$ cat src/rtl/nco_sym_sched.sv
// nco_sym_sched: maps a valid/ready symbol stream onto NCO phase increments.
// Each accepted symbol is held for a programmable number of clken samples.
// The scheduler then falls back to an idle carrier increment and drains the
// NCO pipeline. tx_valid_o is the RUN flag delayed by the NCO latency.
// The config address map reserves 0..3 for table entries, so SW is at most 2.
// The delay line needs LAT >= 2.
module nco_sym_sched #(
  parameter int APR = 32,
  parameter int SW  = 2,
  parameter int CW  = 16,
  parameter int LAT = 9
) (
  input  logic           clk,
  input  logic           reset_n,
  input  logic           clken,
  input  logic           cfg_we,
  input  logic [2:0]     cfg_addr,
  input  logic [APR-1:0] cfg_wdata,
  input  logic           sym_valid,
  input  logic [SW-1:0]  sym_data,
  output logic           sym_ready,
  output logic [APR-1:0] phi_inc_o,
  output logic           tx_valid_o,
  output logic           busy_o,
  output logic           underrun_o
);

  localparam int DEPTH = 2 ** SW;

  typedef enum logic [1:0] {IDLE, RUN, DRAIN} state_t;

  logic [APR-1:0] tbl_q [DEPTH];
  logic [APR-1:0] tbl_d [DEPTH];
  logic [CW-1:0]  sps_q, sps_d;
  logic [APR-1:0] idle_inc_q, idle_inc_d;
  state_t         state_q, state_d;
  logic [CW-1:0]  cnt_q, cnt_d;
  logic [CW-1:0]  dcnt_q, dcnt_d;
  logic [CW-1:0]  sps_act_q, sps_act_d;
  logic [APR-1:0] phi_inc_q, phi_inc_d;
  logic           underrun_q, underrun_d;
  logic [LAT-1:0] dly_q, dly_d;

  logic last_sample;
  logic xfer;
  logic set_underrun;
  logic clr_underrun;

  // Handshake: ready on the final sample of a symbol, or whenever not running.
  always_comb begin
    last_sample = (state_q == RUN) && (cnt_q == sps_act_q - CW'(1));
    sym_ready   = clken && ((state_q == IDLE) || (state_q == DRAIN) || last_sample);
    xfer        = sym_valid && sym_ready;
  end

  // Config register file; independent of clken, visible from the next cycle.
  always_comb begin
    tbl_d        = tbl_q;
    sps_d        = sps_q;
    idle_inc_d   = idle_inc_q;
    clr_underrun = 1'b0;
    if (cfg_we) begin
      if (int'(cfg_addr) < DEPTH) begin
        tbl_d[cfg_addr[SW-1:0]] = cfg_wdata;
      end else if (cfg_addr == 3'd4) begin
        sps_d = cfg_wdata[CW-1:0];
      end else if (cfg_addr == 3'd5) begin
        idle_inc_d = cfg_wdata;
      end else if (cfg_addr == 3'd6) begin
        clr_underrun = 1'b1;
      end
    end
  end

  // Symbol sequencing; everything holds when clken is low.
  always_comb begin
    state_d      = state_q;
    cnt_d        = cnt_q;
    dcnt_d       = dcnt_q;
    sps_act_d    = sps_act_q;
    phi_inc_d    = phi_inc_q;
    dly_d        = dly_q;
    set_underrun = 1'b0;
    if (clken) begin
      dly_d = {dly_q[LAT-2:0], (state_q == RUN)};
      if (xfer) begin
        // Table and sps are sampled only here, so config writes never split a symbol.
        phi_inc_d = tbl_q[sym_data];
        sps_act_d = (sps_q == '0) ? CW'(1) : sps_q;
        cnt_d     = '0;
        state_d   = RUN;
      end else begin
        case (state_q)
          IDLE: phi_inc_d = idle_inc_q;
          RUN: begin
            if (last_sample) begin
              phi_inc_d    = idle_inc_q;
              set_underrun = 1'b1;
              dcnt_d       = '0;
              state_d      = DRAIN;
            end else begin
              cnt_d = cnt_q + CW'(1);
            end
          end
          DRAIN: begin
            dcnt_d = dcnt_q + CW'(1);
            if (dcnt_q == CW'(LAT - 1)) begin
              state_d = IDLE;
            end
          end
          default: state_d = IDLE;
        endcase
      end
    end
    // A new underrun outranks a simultaneous clear.
    underrun_d = set_underrun ? 1'b1 : (clr_underrun ? 1'b0 : underrun_q);
  end

  // State and config registers with asynchronous active-low reset.
  always_ff @(posedge clk or negedge reset_n) begin
    if (!reset_n) begin
      for (int i = 0; i < DEPTH; i++) begin
        tbl_q[i] <= '0;
      end
      sps_q      <= CW'(1);
      idle_inc_q <= '0;
      state_q    <= IDLE;
      cnt_q      <= '0;
      dcnt_q     <= '0;
      sps_act_q  <= CW'(1);
      phi_inc_q  <= '0;
      underrun_q <= 1'b0;
      dly_q      <= '0;
    end else begin
      for (int i = 0; i < DEPTH; i++) begin
        tbl_q[i] <= tbl_d[i];
      end
      sps_q      <= sps_d;
      idle_inc_q <= idle_inc_d;
      state_q    <= state_d;
      cnt_q      <= cnt_d;
      dcnt_q     <= dcnt_d;
      sps_act_q  <= sps_act_d;
      phi_inc_q  <= phi_inc_d;
      underrun_q <= underrun_d;
      dly_q      <= dly_d;
    end
  end

  // Output mapping.
  always_comb begin
    phi_inc_o  = phi_inc_q;
    tx_valid_o = dly_q[LAT-1];
    busy_o     = (state_q != IDLE);
    underrun_o = underrun_q;
  end

endmodule

$ cat config.mk
export PLATFORM = sky130hd
export DESIGN_NAME = nco_sym_sched
export DESIGN_NICKNAME = d
export VERILOG_FILES = /design/src/rtl/nco_sym_sched.sv
export SDC_FILE = /design/constraint.sdc
export NUM_CORES = 1
export LEC_CHECK = 0
export ABC_AREA = 1
export BUFFER_PORTS_ARGS = -buffer_cell sky130_fd_sc_hd__buf_2
export CORE_MARGIN = 2
export CORE_UTILIZATION = 54
export CTS_CLUSTER_DIAMETER = 80
export DETAILED_ROUTE_END_ITERATION = 6
export PLACE_DENSITY_LB_ADDON = 0.2
export SLEW_MARGIN = 20
export SYNTH_ARGS = -nofsm -noshare
export SYNTH_HDL_FRONTEND = slang
export SYNTH_SLANG_ARGS = --single-unit
$ cat constraint.sdc
create_clock -name clk -period 4.9 [get_ports clk]
set_clock_uncertainty 0.15 [all_clocks]
set_input_delay 0.98 -clock clk [delete_from_list [all_inputs] [get_ports clk]]
set_output_delay 0.98 -clock clk [all_outputs]
set_load 0.01 [all_outputs]
## After elaboration in Yosys (flattened, before gate mapping)

Cells that the tools add are included.

- Reduce and logical (&&, ||, !) cells: 21
- Order comparisons: 4
- Equal/unequal tests: 12
- Add/sub/neg operators: 3
- Muxes and demuxes: 30
- Bitwise operators: 5

Operator list:

| operator | number |
|---|---|
| 32-bit 2-to-1 mux | 5 |
| 128-bit bitwise mux | 1 |
| 16-bit 2-to-1 mux | 5 |
| 32-bit binary-select mux with 2-bit select | 1 |
| 32-bit demux with 2-bit select | 1 |
| 32-bit one-hot mux with 2 select lines | 1 |
| 16-bit by 1-bit adder with 16-bit output, second input constant | 2 |
| 16-bit one-hot mux with 2 select lines | 1 |
| 16-bit == test | 1 |
| 16-bit by 4-bit == test with 1-bit output, second input constant | 1 |
| 16-bit logical NOT | 1 |
| 16-bit by 1-bit subtractor with 16-bit output, second input constant | 1 |
| 4-bit AND reduction | 3 |
| 1-bit 2-to-1 mux | 11 |
| 3-bit == test, second input constant | 3 |
| 3-bit AND reduction | 3 |
| 2-bit nonzero test | 4 |
| 3-bit greater-or-equal comparator, second input constant | 2 |
| 2-bit 2-to-1 mux | 3 |
| 2-bit inverter with 3-bit output | 2 |
| 2-bit one-hot mux with 3 select lines | 1 |
| 1-bit logical AND | 4 |
| 2-bit inequality test, second input constant | 2 |
| 2-bit AND reduction | 2 |
| 11 further kinds | 14 |

- Bits of input ports: 42
- Flip-flop bits (word level): 268
- Logic and storage cells: 88

## Logic depth before layout (Yosys ltp)

Gate-level depths: netlist (run 1).

- Depth after elaboration: 9
- Mapped depth: 20
- Mapped depth without buffers: 19

## Least setup slack after synthesis (run 1)

Ideal clock, no wire load.

- Kind: register -> output
- Start point: register sps_act_q[0]
- End point: output sym_ready
- Path buffers: 2
- Required time: 3770 ps
- Path slack: 1716 ps
- Arrival: 2054 ps
- Cell stages (with the launch flop): 14
- Path through: dfstp_2 -> inv_2 -> ha_1 -> xor2_1 -> nand2_1 -> a21oi_1 -> nand2_1 -> nor2_1 -> nand2_1 -> nor2_2 -> nand3_1 -> a21oi_2 -> buf_4 -> buf_4

- Cells in the longest elaborated chain, start to end: 5

RTL lines:

| element | line | source |
|---|---|---|
| start, declared | 39 | `logic [CW-1:0] sps_act_q, sps_act_d;` |
| start signal, assigned | 143 | `sps_act_q <= sps_act_d;` |
| 16-bit by 1-bit subtractor with 16-bit output | 51 | `last_sample = (state_q == RUN) && (cnt_q == sps_act_q - CW'(1));` |
| 16-bit == test | 51 |  |
| 1-bit logical AND | 51 |  |
| 1-bit logical OR | 52 | `sym_ready = clken && ((state_q == IDLE) \|\| (state_q == DRAIN) \|\| last_sample);` |
| 1-bit logical AND | 52 |  |
| end, declared | 21 | `output logic sym_ready,` |

Every way passes these cells.

## Final worst setup path (run 1)

Ends and elaborated chain as after synthesis.

==> results by group, run 1 <==
Power
  • Maximum VDD drop: 0.0003076 V
  • Leakage component of the power: 7.195 nW
  • Areal power density over the cells: 508.1 mW/mm^2
  • PnR Total Power: 7.319 mW

Setup path
  • Critical path endpoint category: output port
  • Critical Path AT: 2730 ps
  • Buffering stage count on the worst path with inverters included: 2
  • Destination of the worst register-to-register timing path: cnt_q[12]
  • Crit-path max FO: 4
  • Startpoint of the worst register-to-register path: sps_act_q[0]
  • CP peak stage delay: 570 ps
  • CP cell instances: inv_2 > ha_1 > nand2_1 > nor2_2 > nand2_1 > nand2_1 > nand3_1 > nand2_1 > nor2_1 > nand2_1 > nor2_1 > nand3_1 > a21oi_4 > buf_2
  • R2R Setup Slk: 1440 ps
  • Required time worst endpoint: 3770 ps
  • Type of the worst setup path: reg -> out
  • Slowest cell on the critical path: sky130_fd_sc_hd__dfstp_2
  • Family with the most delay on the worst path: simple AND/OR/NAND/NOR gates
  • Launching element type of the critical path: register
  • Register-to-Register Path Depth: 17
  • Most frequent cell on the critical path: sky130_fd_sc_hd__nand2_1

Final layout
  • Final #Nets: 1,685
  • Diodes inserted: 0
  • Layout cell share with drive strength beyond 1: 10.13%
  • Final core utilization: 61.55%
  • Area growth from synthesis to layout: 12.06%
  • Fin area: 0.01440 sq mm

Routing
  • Number of detailed-routing iterations run before antenna repair: 7
  • Via count of the routed design: 11,010
  • Average vias per placed instance: 5.568
  • DRC marker count from the first detailed-route iteration: 1,033
  • Detail-routed net length per standard cell: 16.50 um
  • Number of antenna-violating nets in the routed design: 0
  • Post-route DRC: 0
  • Detailed-route wire length: 32.65 mm

Yosys
  • Number of library cell types mapped by synthesis: 34
  • Post-synthesis net count: 1,652
  • #FFs+latches synth: 268
  • Cell types occupying the most area after synthesis: sky130_fd_sc_hd__dfrtp_1 (52%), sky130_fd_sc_hd__nand2_1 (17%), sky130_fd_sc_hd__o21ai_0 (7.3%), sky130_fd_sc_hd__nand3_1 (4.4%), sky130_fd_sc_hd__inv_1 (2.5%)
  • Most used standard cell by instance count after synthesis: sky130_fd_sc_hd__nand2_1
  • Synthesis warning total: 0
  • Sequential-to-total area share from yosys stat: 52.20%
  • Average size of a mapped cell: 8.018 sq um
  • Post-synthesis async set-or-reset flop share: 100.0%
  • Most frequent cells after synthesis: sky130_fd_sc_hd__nand2_1 (585), sky130_fd_sc_hd__dfrtp_1 (266), sky130_fd_sc_hd__o21ai_0 (188)
  • Post-synth top flop: sky130_fd_sc_hd__dfrtp_1
  • Cell taking the most area after synthesis: sky130_fd_sc_hd__dfrtp_1
  • Synthesized cell area: 0.01285 sq mm
  • Post-synth top area share: 51.79%
  • Number of instances in the synthesized netlist: 1,603
  • Post-synth EDFFs: 0

Global route
  • Via count of the first global-routing pass: 10,330
  • Most used routing layer in global routing: met2
  • Met1 Use GR: 40.11%
  • First-pass GRT wire length: 53.60 mm
  • Tot GR Track Use: 26.84%
  • Met3 usage in global routing: 3.375%
  • Antenna violations before repair: 2
  • Remaining global-route overflow: 0
  • Met2 capacity usage during global routing: 42.17%
  • Largest net degree at the start of global routing: 105

Clocking
  • Post-CTS Setup Bufs: 0
  • Clock Path Buffers: 3
  • Clock transition time at the flip-flop clock pins of the worst setup and hold paths: 60 ps
  • Cell at the root of the clock tree: sky130_fd_sc_hd__clkbuf_16
  • Level count of the clock H-tree: 1
  • Clock insertion delay at the later pin of the skew report: 570 ps
  • PostCTS Resize Cnt: 0
  • CTS buffer count: 29
  • Hold-fix buffers, CTS: 0
  • TritonCTS clock tree: yes
  • Clock Sink Count: 268

Floorplan
  • Chip Width: 158.3 um
  • Die Outline Area: 0.02505 sq mm
  • Die boundary height: 158.3 um
  • Row cnt: 56
  • Initial core utilization: 54.92%
  • # IOs: 78
  • Core footprint: 0.02340 sq mm

STA
  • Final worst-path cycle share: 78.72%
  • Max_slew headroom: 31.95%
  • Least-Margin Pin Slew: 1019 ps
  • Number of hold-slack violations in the final timing report: 0
  • Max-slew violations: 0
  • Final setup violating endpoints: 0
  • Timing-limited maximum frequency: 259.2 MHz
  • Sum of negative setup slack: 0 ps
  • Setup repair after global routing missed its margin: no
  • Final period demand of the worst path: 3857 ps

Job
  • Max_cap viols: 0

Place
  • Cell area after placement: 0.01342 sq mm
  • Quantity of I/O buffers inserted on ports: 77
  • DP Wirelength: 19.67 mm
  • RePlAce Congestion: 0.8787

Run status
  • Result of the run: complete, no violations

Worst hold path
  • Path class of the lowest-slack min-delay path: in -> async
-- worst max-delay path by stage --
stage | from | endpoint | slack, ps | depth (start not counted)
final | sps_act_q[0] | sym_ready | 1040 | 14
after detailed placement | sps_act_q[0] | cnt_q[12] | 1470 | 17
after floorplan | sps_act_q[0] | sym_ready | 1720 | 13
after global routing | sps_act_q[0] | sym_ready | 850 | 14
after CTS | sps_act_q[0] | sym_ready | 1010 | 14
after global placement | sps_act_q[0] | cnt_q[3] | 1570 | 17
-- cells by family (layout without fill, tap and decap cells) --
logic type | count (synthesis) | count (layout) | synth area share, %
AND/OR/NAND/NOR | 845 | 845 | 27.66
flip-flops | 268 | 268 | 52.20
AO/OA/AOI/OAI | 262 | 262 | 11.23
buffers and inverters | 185 | 241 | 5.782
XOR/XNOR | 36 | 36 | 2.453
adder cells (fa/ha/maj) | 7 | 7 | 0.6814
-- area by class of cell --
class	instances	area [sq um]
Clock buffer	43	848.3
Clock inverter	11	126.4
Fill cell	2140	8999
Inverter	91	341.6
Multi-Input combinational cell	1150	5429
Sequential cell	268	6709
Tap cell	319	399.1
Timing Repair Buffer	96	550.5
-- per-layer routing --
metal | vias up | wire [um]
li1 | 5328 | -
met1 | 5302 | 15000
met2 | 335 | 14980
met3 | 45 | 1991
met4 | 4 | 653
met5 | - | 26
-- sequential cells by signal, summed over array words and instances (netlist names) --
register and cells:
phi_inc_o 32, dcnt_q 16, underrun_o 1, sps_act_q 16, state_q 2, cnt_q 16
dly_q 9, tbl_q 128, idle_inc_q 32, sps_q 16
-- worst reg2reg max path, delay by kind of cell (launching register included) --
family	cells	cell delay, ps
buffers and inverters	2	600
AND/OR/NAND/NOR	14	1840
flip-flops	1	570
adder cells (fa/ha/maj)	1	210
-- layout by cell type (no fill, tap or decap), types with 9 or more instances in the layout --
| cell type | n |
|---|---|
| sky130_fd_sc_hd__nand3b_1 | 12 |
| sky130_fd_sc_hd__nand4_1 | 41 |
| sky130_fd_sc_hd__nand2_1 | 581 |
| sky130_fd_sc_hd__inv_1 | 87 |
| sky130_fd_sc_hd__nor3_1 | 11 |
| sky130_fd_sc_hd__nand3_1 | 112 |
| sky130_fd_sc_hd__a32oi_1 | 32 |
| sky130_fd_sc_hd__a21oi_1 | 36 |
| sky130_fd_sc_hd__buf_2 | 76 |
| sky130_fd_sc_hd__xor2_1 | 32 |
| sky130_fd_sc_hd__dfrtp_1 | 266 |
| sky130_fd_sc_hd__o21ai_0 | 188 |
| sky130_fd_sc_hd__clkbuf_16 | 29 |
| sky130_fd_sc_hd__buf_4 | 18 |
| sky130_fd_sc_hd__nor4_1 | 9 |
| sky130_fd_sc_hd__nor2_1 | 60 |
-- metrics by stage --
step	setup slack, ps	instances	hold slack [ps]
global route	850.3	1978	346.9
global placement	1569	1924	309.6
detailed placement	1467	1924	318.4
finish	1043	1978	280.3
CTS	1011	1978	336.0
floorplan	1716	1603	291.9
-- report_power, final --
part	total, mW	leakage [nW]	switching [mW]	internal (mW)
clock network	2.21	0.487	0.902	1.31
logic	2.04	3.28	1.36	0.678
registers	3.07	3.43	0.360	2.71
total	7.32	7.19	2.63	4.69
No activity file was read; power rests on OpenSTA's default activity.
==> run 2, diff against run 1 <==
==> constraint.sdc (replaced) <==
create_clock -name clk -period 3.1 [get_ports clk]
set_clock_uncertainty 0.15 [all_clocks]
set_input_delay 0.62 -clock clk [delete_from_list [all_inputs] [get_ports clk]]
set_output_delay 0.62 -clock clk [all_outputs]
set_load 0.01 [all_outputs]
==> run 2 against run 1 <==
The run now ends with negative setup slack left. Utilization is 1.3 points higher. Sequential cell count unchanged. Cell area is 2.1% higher. Global-route usage decreased by 0.46 points. Via count decreased by 0.60%. Sequential power rose by 58%. Sequential share of layout area shrank 0.97 points. Worst setup slack worse by 1200 ps. Die area stayed put. Largest power group unchanged.
==> results by group, run 2 (synthesis results as in run 1) <==
Run status
  • Result of the run: finished with violations
  • Violations in the final reports: negative setup slack

Routing
  • Number of antenna-violating nets in the routed design: 0 (unchanged)
  • Number of detailed-routing iterations run before antenna repair: 5 (-2)
  • Via count of the routed design: 10,950 (-0.60%)
  • Post-route DRC: 0 (unchanged)
  • Detailed-route wire length: 32.24 mm (-1.3%)
  • Average vias per placed instance: 5.485 (-1.5%)
  • DRC marker count from the first detailed-route iteration: 900 (-13%)
  • Detail-routed net length per standard cell: 16.15 um (-2.1%)

Setup path
  • Type of the worst setup path: reg -> out
  • Slowest cell on the critical path: sky130_fd_sc_hd__dfstp_2
  • Crit-path max FO: 2 (-2)
  • CP peak stage delay: 530 ps (-40 ps)
  • Launching element type of the critical path: register
  • Most frequent cell on the critical path: sky130_fd_sc_hd__nand2_1
  • Required time worst endpoint: 2330 ps (-1440 ps)
  • Critical Path AT: 2490 ps (-240 ps)
  • CP cell instances: inv_2 > ha_4 > xor2_1 > nand2_1 > a21oi_1 > nand2_1 > nor2_2 > nand2_1 > nor2_2 > nand3_2 > a21oi_4 > buf_6
  • Critical path endpoint category: output port

STA
  • Max-slew violations: 0 (unchanged)
  • Max_slew headroom: 44.96% (+13 points)
  • Final period demand of the worst path: 3259 ps
  • Final worst-path cycle share: 105.1%
  • Timing-limited maximum frequency: 306.9 MHz
  • Least-Margin Pin Slew: 823.6 ps (-195.7 ps)
  • Setup repair after global routing missed its margin: yes
  • Sum of negative setup slack: -218.7 ps (-218.7 ps)
  • Final setup violating endpoints: 10 (+10)
  • Number of hold-slack violations in the final timing report: 0 (unchanged)
  • Crit path setup slack, layout: -158.9 ps (-1202 ps)

Place
  • RePlAce Congestion: 0.9158 (+4.2%)
  • Pre-CTS worst setup slack: 160.7 ps (-1306 ps)
  • Quantity of I/O buffers inserted on ports: 77 (unchanged)
  • DP Wirelength: 20.30 mm (+3.2%)
  • Count of placed standard cells including taps: 1,934 (+0.52%)

Power
  • Maximum VDD drop: 0.0004721 V (+53%)
  • PnR Total Power: 11.79 mW (+61%)
  • Areal power density over the cells: 801.7 mW/mm^2 (+58%)
  • Leakage component of the power: 7.311 nW (+1.6%)

Job
  • Max_cap viols: 0 (unchanged)

Clocking
  • Level count of the clock H-tree: 1 (unchanged)
  • Cell at the root of the clock tree: sky130_fd_sc_hd__clkbuf_16
  • Clock insertion delay at the later pin of the skew report: 560 ps (about the same)
  • Clock transition time at the flip-flop clock pins of the worst setup and hold paths: 60 ps (about the same)
  • TritonCTS clock tree: yes
  • Clock Path Buffers: 3 (unchanged)
  • Clock Sink Count: 268 (unchanged)
  • CTS buffer count: 29 (unchanged)

Floorplan
  • Core footprint: 0.02340 sq mm (unchanged)
  • # IOs: 78 (unchanged)
  • Row cnt: 56 (unchanged)
  • Chip Width: 158.3 um (unchanged)
  • Initial core utilization: 54.92% (unchanged)
  • Die boundary height: 158.3 um (unchanged)
  • Die Outline Area: 0.02505 sq mm (unchanged)

Final layout
  • Register with the most flip-flops: tbl_q
  • Cell Count, Final, Fillers Out: 1,996 (+0.91%)
  • Highest-count cells in the layout ignoring fill and taps: sky130_fd_sc_hd__nand2_1 (577), sky130_fd_sc_hd__dfrtp_1 (266), sky130_fd_sc_hd__o21ai_0 (188), sky130_fd_sc_hd__nand3_1 (111), sky130_fd_sc_hd__inv_1 (87)
  • Diodes inserted: 0 (unchanged)
  • Final #Nets: 1,704 (+1.1%)
  • Area growth from synthesis to layout: 14.46%
  • Layout cell share with drive strength beyond 1: 11.45% (+1.3 points)
  • Number of flip-flops under the largest register name: 128 (unchanged)
  • Most common cell after layout, fill and taps aside: sky130_fd_sc_hd__nand2_1
  • Number of filler instances in the final layout: 2,048 (-4.3%)

Worst hold path
  • Path class of the lowest-slack min-delay path: in -> reg

Global route
  • First-pass GRT wire length: 52.87 mm (-1.4%)
  • Remaining global-route overflow: 0 (unchanged)
  • Antenna violations before repair: 0 (-2)
  • Tot GR Track Use: 26.39% (-0.46 points)
  • Largest net degree at the start of global routing: 65 (-38%)
  • Via count of the first global-routing pass: 10,320 (-0.17%)
## run 2: layout make-up
type / instances / area (sq um) / share of cell area (%)
flip-flops and latches: 268 / 6709 / 45.60
multi-input cells: 1151 / 5488 / 37.30
clock buffers: 48 / 887.1 / 6.030
repair buffers: 114 / 794.5 / 5.401
well taps: 319 / 399.1 / 2.713
inverters: 91 / 341.6 / 2.322
clock inverters: 5 / 92.59 / 0.6294
## run 2: path summary, 6_finish.rpt
| check | from | end | slack (ps) | cells after the start |
|---|---|---|---|---|
| setup / recovery | sps_act_q[0] | sym_ready | -160 | 12 |
| hold / removal | cfg_wdata[21] | idle_inc_q[21] | 230 | 3 |
| min in group asynchronous | reset_n | tbl_q[93] | 390 | 2 |
| hold reg to reg | dly_q[8] | dly_q[8] | 320 | 2 |
| setup reg to reg | sps_act_q[3] | cnt_q[4] | -20 | 18 |
| max in group asynchronous | reset_n | tbl_q[110] | 1690 | 3 |
## run 2: through the flow
step                utilization, %  area, sq um  hold slack (ps)
floorplan                        -        12850            174.4
global placement             58.11        13600            299.8
detailed placement           58.11        13600            308.0
CTS                          62.61        14650            217.7
global route                 62.86        14710            243.0
finish                       62.86        14710            232.0
## run 2: worst max-delay path: cells and delay by family (launching register included)
family	cells	cell delay (ps)
buf+inv	2	190
simple gates	6	560
compound gates	2	260
xor+xnor	1	140
fa+ha+maj	1	250
flops	1	530
## run 2: power by group
part | switching, mW | internal [mW]
Sequential | 0.561 | 4.28
Clock | 1.41 | 2.11
Combinational | 2.24 | 1.19
## run 2: repair_timing
item | CTS | global route
setup buffers | 3 | 4
hold buffers | 1 | 0
hold endpoints to repair | 36 | 0
gates resized for setup | 10 | 6
pin swaps | 8 | 6
endpoints found under the setup margin | 1 | 22
gates cloned | 0 | 1
## run 2: layer usage
layer  vias up  routed length (um)  part of all wire (%)  track usage [%]
met5         -                   0                     0                0
met4         0                 775                   2.4            7.164
met3        60                1753                   5.4            3.511
met2       335               14880                    46            42.09
met1      5186               14820                    46            38.28
li1       5367                   -                     -                -
==> run 3, diff against run 2 <==
--- a/config.mk
+++ b/config.mk
@@ -6,12 +6,12 @@
 export NUM_CORES = 1
 export LEC_CHECK = 0
 export ABC_AREA = 1
-export BUFFER_PORTS_ARGS = -buffer_cell sky130_fd_sc_hd__buf_2
 export CORE_MARGIN = 2
 export CORE_UTILIZATION = 54
 export CTS_CLUSTER_DIAMETER = 80
 export DETAILED_ROUTE_END_ITERATION = 6
-export PLACE_DENSITY_LB_ADDON = 0.2
+export DONT_BUFFER_PORTS = 1
+export PLACE_DENSITY = 0.71
 export SLEW_MARGIN = 20
 export SYNTH_ARGS = -nofsm -noshare
 export SYNTH_HDL_FRONTEND = slang
==> constraint.sdc (replaced) <==
create_clock -name clk -period 3.28 [get_ports clk]
set_clock_uncertainty 0.15 [all_clocks]
set_input_delay 0.656 -clock clk [delete_from_list [all_inputs] [get_ports clk]]
set_output_delay 0.656 -clock clk [all_outputs]
set_load 0.01 [all_outputs]
==> run 3 against run 2 <==
The run ends with negative hold slack, negative setup slack left. Via count fell by 2.2%. Wire length is 0.58% higher. Count of clock-buffer cells in the layout shrank 9. Sequential cell count is the same. Total power down 8.1%. Clock power down 4%. Cell area decreased by 4.4%. Worst setup slack gained 83 ps. Critical path depth fell by 1. Die area unchanged. Critical path type unchanged. Largest cell class unchanged.
==> results by group, run 3 (synthesis results as in run 1) <==
Run status
  • Result of the run: finished with violations
  • Violations in the final reports: negative hold slack, negative setup slack

Place
  • RePlAce Congestion: 0.8784 (-4.1%)
  • Cell area after placement: 0.01303 sq mm (-4.2%)
  • DP Wirelength: 19.86 mm (-2.2%)
  • Quantity of I/O buffers inserted on ports: 0 (-100%)

Clocking
  • Clock insertion delay at the later pin of the skew report: 550 ps (about the same)
  • TritonCTS clock tree: yes
  • CTS buffer count: 28 (-3.4%)
  • Clock transition time at the flip-flop clock pins of the worst setup and hold paths: 60 ps (about the same)
  • Clock Path Buffers: 3 (unchanged)
  • Cell at the root of the clock tree: sky130_fd_sc_hd__clkbuf_16
  • Clock Sink Count: 268 (unchanged)
  • Level count of the clock H-tree: 1 (unchanged)

Setup path
  • Critical Path AT: 2550 ps (+60 ps)
  • Critical path endpoint category: output port
  • Crit-path max FO: 3 (+1)
  • Required time worst endpoint: 2470 ps (+140 ps)
  • Type of the worst setup path: reg -> out
  • Launching element type of the critical path: register

Floorplan
  • Die boundary height: 158.3 um (unchanged)
  • Core footprint: 0.02340 sq mm (unchanged)
  • Row cnt: 56 (unchanged)
  • Chip Width: 158.3 um (unchanged)
  • Initial core utilization: 54.92% (unchanged)
  • Die Outline Area: 0.02505 sq mm (unchanged)
  • # IOs: 78 (unchanged)

Routing
  • DRC marker count from the first detailed-route iteration: 1,093 (+21%)
  • Detail-routed net length per standard cell: 17.08 um (+5.8%)
  • Detailed-route wire length: 32.42 mm (+0.58%)
  • Number of detailed-routing iterations run before antenna repair: 6 (+1)
  • Number of antenna-violating nets in the routed design: 0 (unchanged)
  • Via count of the routed design: 10,710 (-2.2%)
  • Post-route DRC: 0 (unchanged)
  • Average vias per placed instance: 5.643 (+2.9%)

Power
  • PnR Total Power: 10.84 mW (-8.1%)
  • Leakage component of the power: 6.853 nW (-6.3%)
  • Areal power density over the cells: 770.8 mW/mm^2 (-3.8%)
  • Maximum VDD drop: 0.0004416 V (-6.5%)

Final layout
  • Fin area: 0.01407 sq mm (-4.4%)
  • Footprint of the multi-input gates: 0.005459 sq mm (-0.52%)
  • Highest-count cells in the layout ignoring fill and taps: sky130_fd_sc_hd__nand2_1 (580), sky130_fd_sc_hd__dfrtp_1 (266), sky130_fd_sc_hd__o21ai_0 (188), sky130_fd_sc_hd__nand3_1 (111), sky130_fd_sc_hd__inv_1 (87)
  • Diodes inserted: 0 (unchanged)
  • Layout cell share with drive strength beyond 1: 6.016% (-5.4 points)
  • Most common cell after layout, fill and taps aside: sky130_fd_sc_hd__nand2_1
  • Register with the most flip-flops: tbl_q
  • Register area: 0.006709 sq mm (unchanged)
  • Number of flip-flops under the largest register name: 128 (unchanged)
  • Final #Nets: 1,607 (-5.7%)
  • Area growth from synthesis to layout: 9.442%
  • Number of filler instances in the final layout: 2,151 (+5.0%)

STA
  • Max-slew violations: 0 (unchanged)
  • Number of hold-slack violations in the final timing report: 266 (+266)
  • Setup repair after global routing missed its margin: yes
  • Final period demand of the worst path: 3356 ps
  • Least-Margin Pin Slew: 851.9 ps (+28.29 ps)
  • Final setup violating endpoints: 1 (-9)
  • Hold slack: -338.1 ps (-570.1 ps)
  • Crit path setup slack, layout: -75.89 ps (+82.96 ps)
  • Max_slew headroom: 43.07% (-1.9 points)
  • Final worst-path cycle share: 102.3%
  • Timing-limited maximum frequency: 298.0 MHz

Global route
  • Largest net degree at the start of global routing: 269 (+310%)
  • First-pass GRT wire length: 52.37 mm (-0.95%)
  • Antenna violations before repair: 0 (unchanged)
  • Remaining global-route overflow: 0 (unchanged)
  • Tot GR Track Use: 26.33% (-0.057 points)
  • Via count of the first global-routing pass: 9,862 (-4.4%)

Worst hold path
  • Path class of the lowest-slack min-delay path: in -> async

Job
  • Max_cap viols: 0 (unchanged)
run 3: worst max-delay path, cell delays in order (launching register included):
cell	delay, ps
sky130_fd_sc_hd__dfstp_2	540
sky130_fd_sc_hd__inv_2	50
sky130_fd_sc_hd__ha_4	250
sky130_fd_sc_hd__xor2_1	140
sky130_fd_sc_hd__nand2_1	80
sky130_fd_sc_hd__a21oi_2	110
sky130_fd_sc_hd__nand2_1	80
sky130_fd_sc_hd__nor2_1	100
sky130_fd_sc_hd__nand2_1	80
sky130_fd_sc_hd__nor2_2	130
sky130_fd_sc_hd__nand3_2	140
sky130_fd_sc_hd__a21oi_4	310
run 3: metrics by stage:
step | utilization (%) | setup TNS, ps | worst slack [ps] | instances
finish | 60.11 | -75.89 | -75.89 | 1898
global route | 60.11 | -222.2 | -222.2 | 1898
CTS | 60.04 | -132.5 | -132.5 | 1898
detailed placement | 55.69 | 0 | 288.1 | 1846
global placement | 55.69 | 0 | 355.2 | 1846
floorplan | - | 0 | 420.5 | 1603
run 3: final cells by class:
class | instances | share of cell area, %
multi-input cells | 1150 | 38.81
clock buffers | 39 | 5.710
clock inverters | 12 | 1.334
well taps | 319 | 2.837
repair buffers | 19 | 1.192
inverters | 91 | 2.428
flip-flops and latches | 268 | 47.69
run 3: layer usage:
layer	GRT usage (%)	part of all wire (%)	vias up
met4	7.207	2.2	0
li1	-	-	5170
met3	5.389	7.3	52
met1	37.82	45	5175
met2	41.01	45	314
met5	0	0	-
run 3: power breakdown:
part	leakage, nW	switching (mW)	internal [mW]	total [mW]
clock network	0.487	1.27	2.09	3.37
logic	2.94	1.84	0.950	2.79
registers	3.43	0.642	4.04	4.69
total	6.85	3.76	7.09	10.8
run 3: worst paths after layout:
| path | slack [ps] | startpoint | cells after the start | end |
|---|---|---|---|---|
| min reg2reg | 320 | dly_q[7] | 2 | dly_q[8] |
| max | -80 | sps_act_q[0] | 11 | sym_ready |
| min | -340 | reset_n | 0 | dly_q[8] |
| min in group clk | 60 | sym_valid | 1 | underrun_o |
| max reg2reg | 370 | sps_act_q[0] | 16 | cnt_q[11] |
| max in group asynchronous | 2790 | reset_n | 0 | cnt_q[11] |
run 3: timing repair:
action | in CTS | in global routing
pin swaps | 7 | 5
gates resized for setup | 2 | 5
cloned | 0 | 0
setup buffers | 1 | 0
endpoints found under the setup margin | 1 | 2
endpoints found under the hold margin | 268 | 267
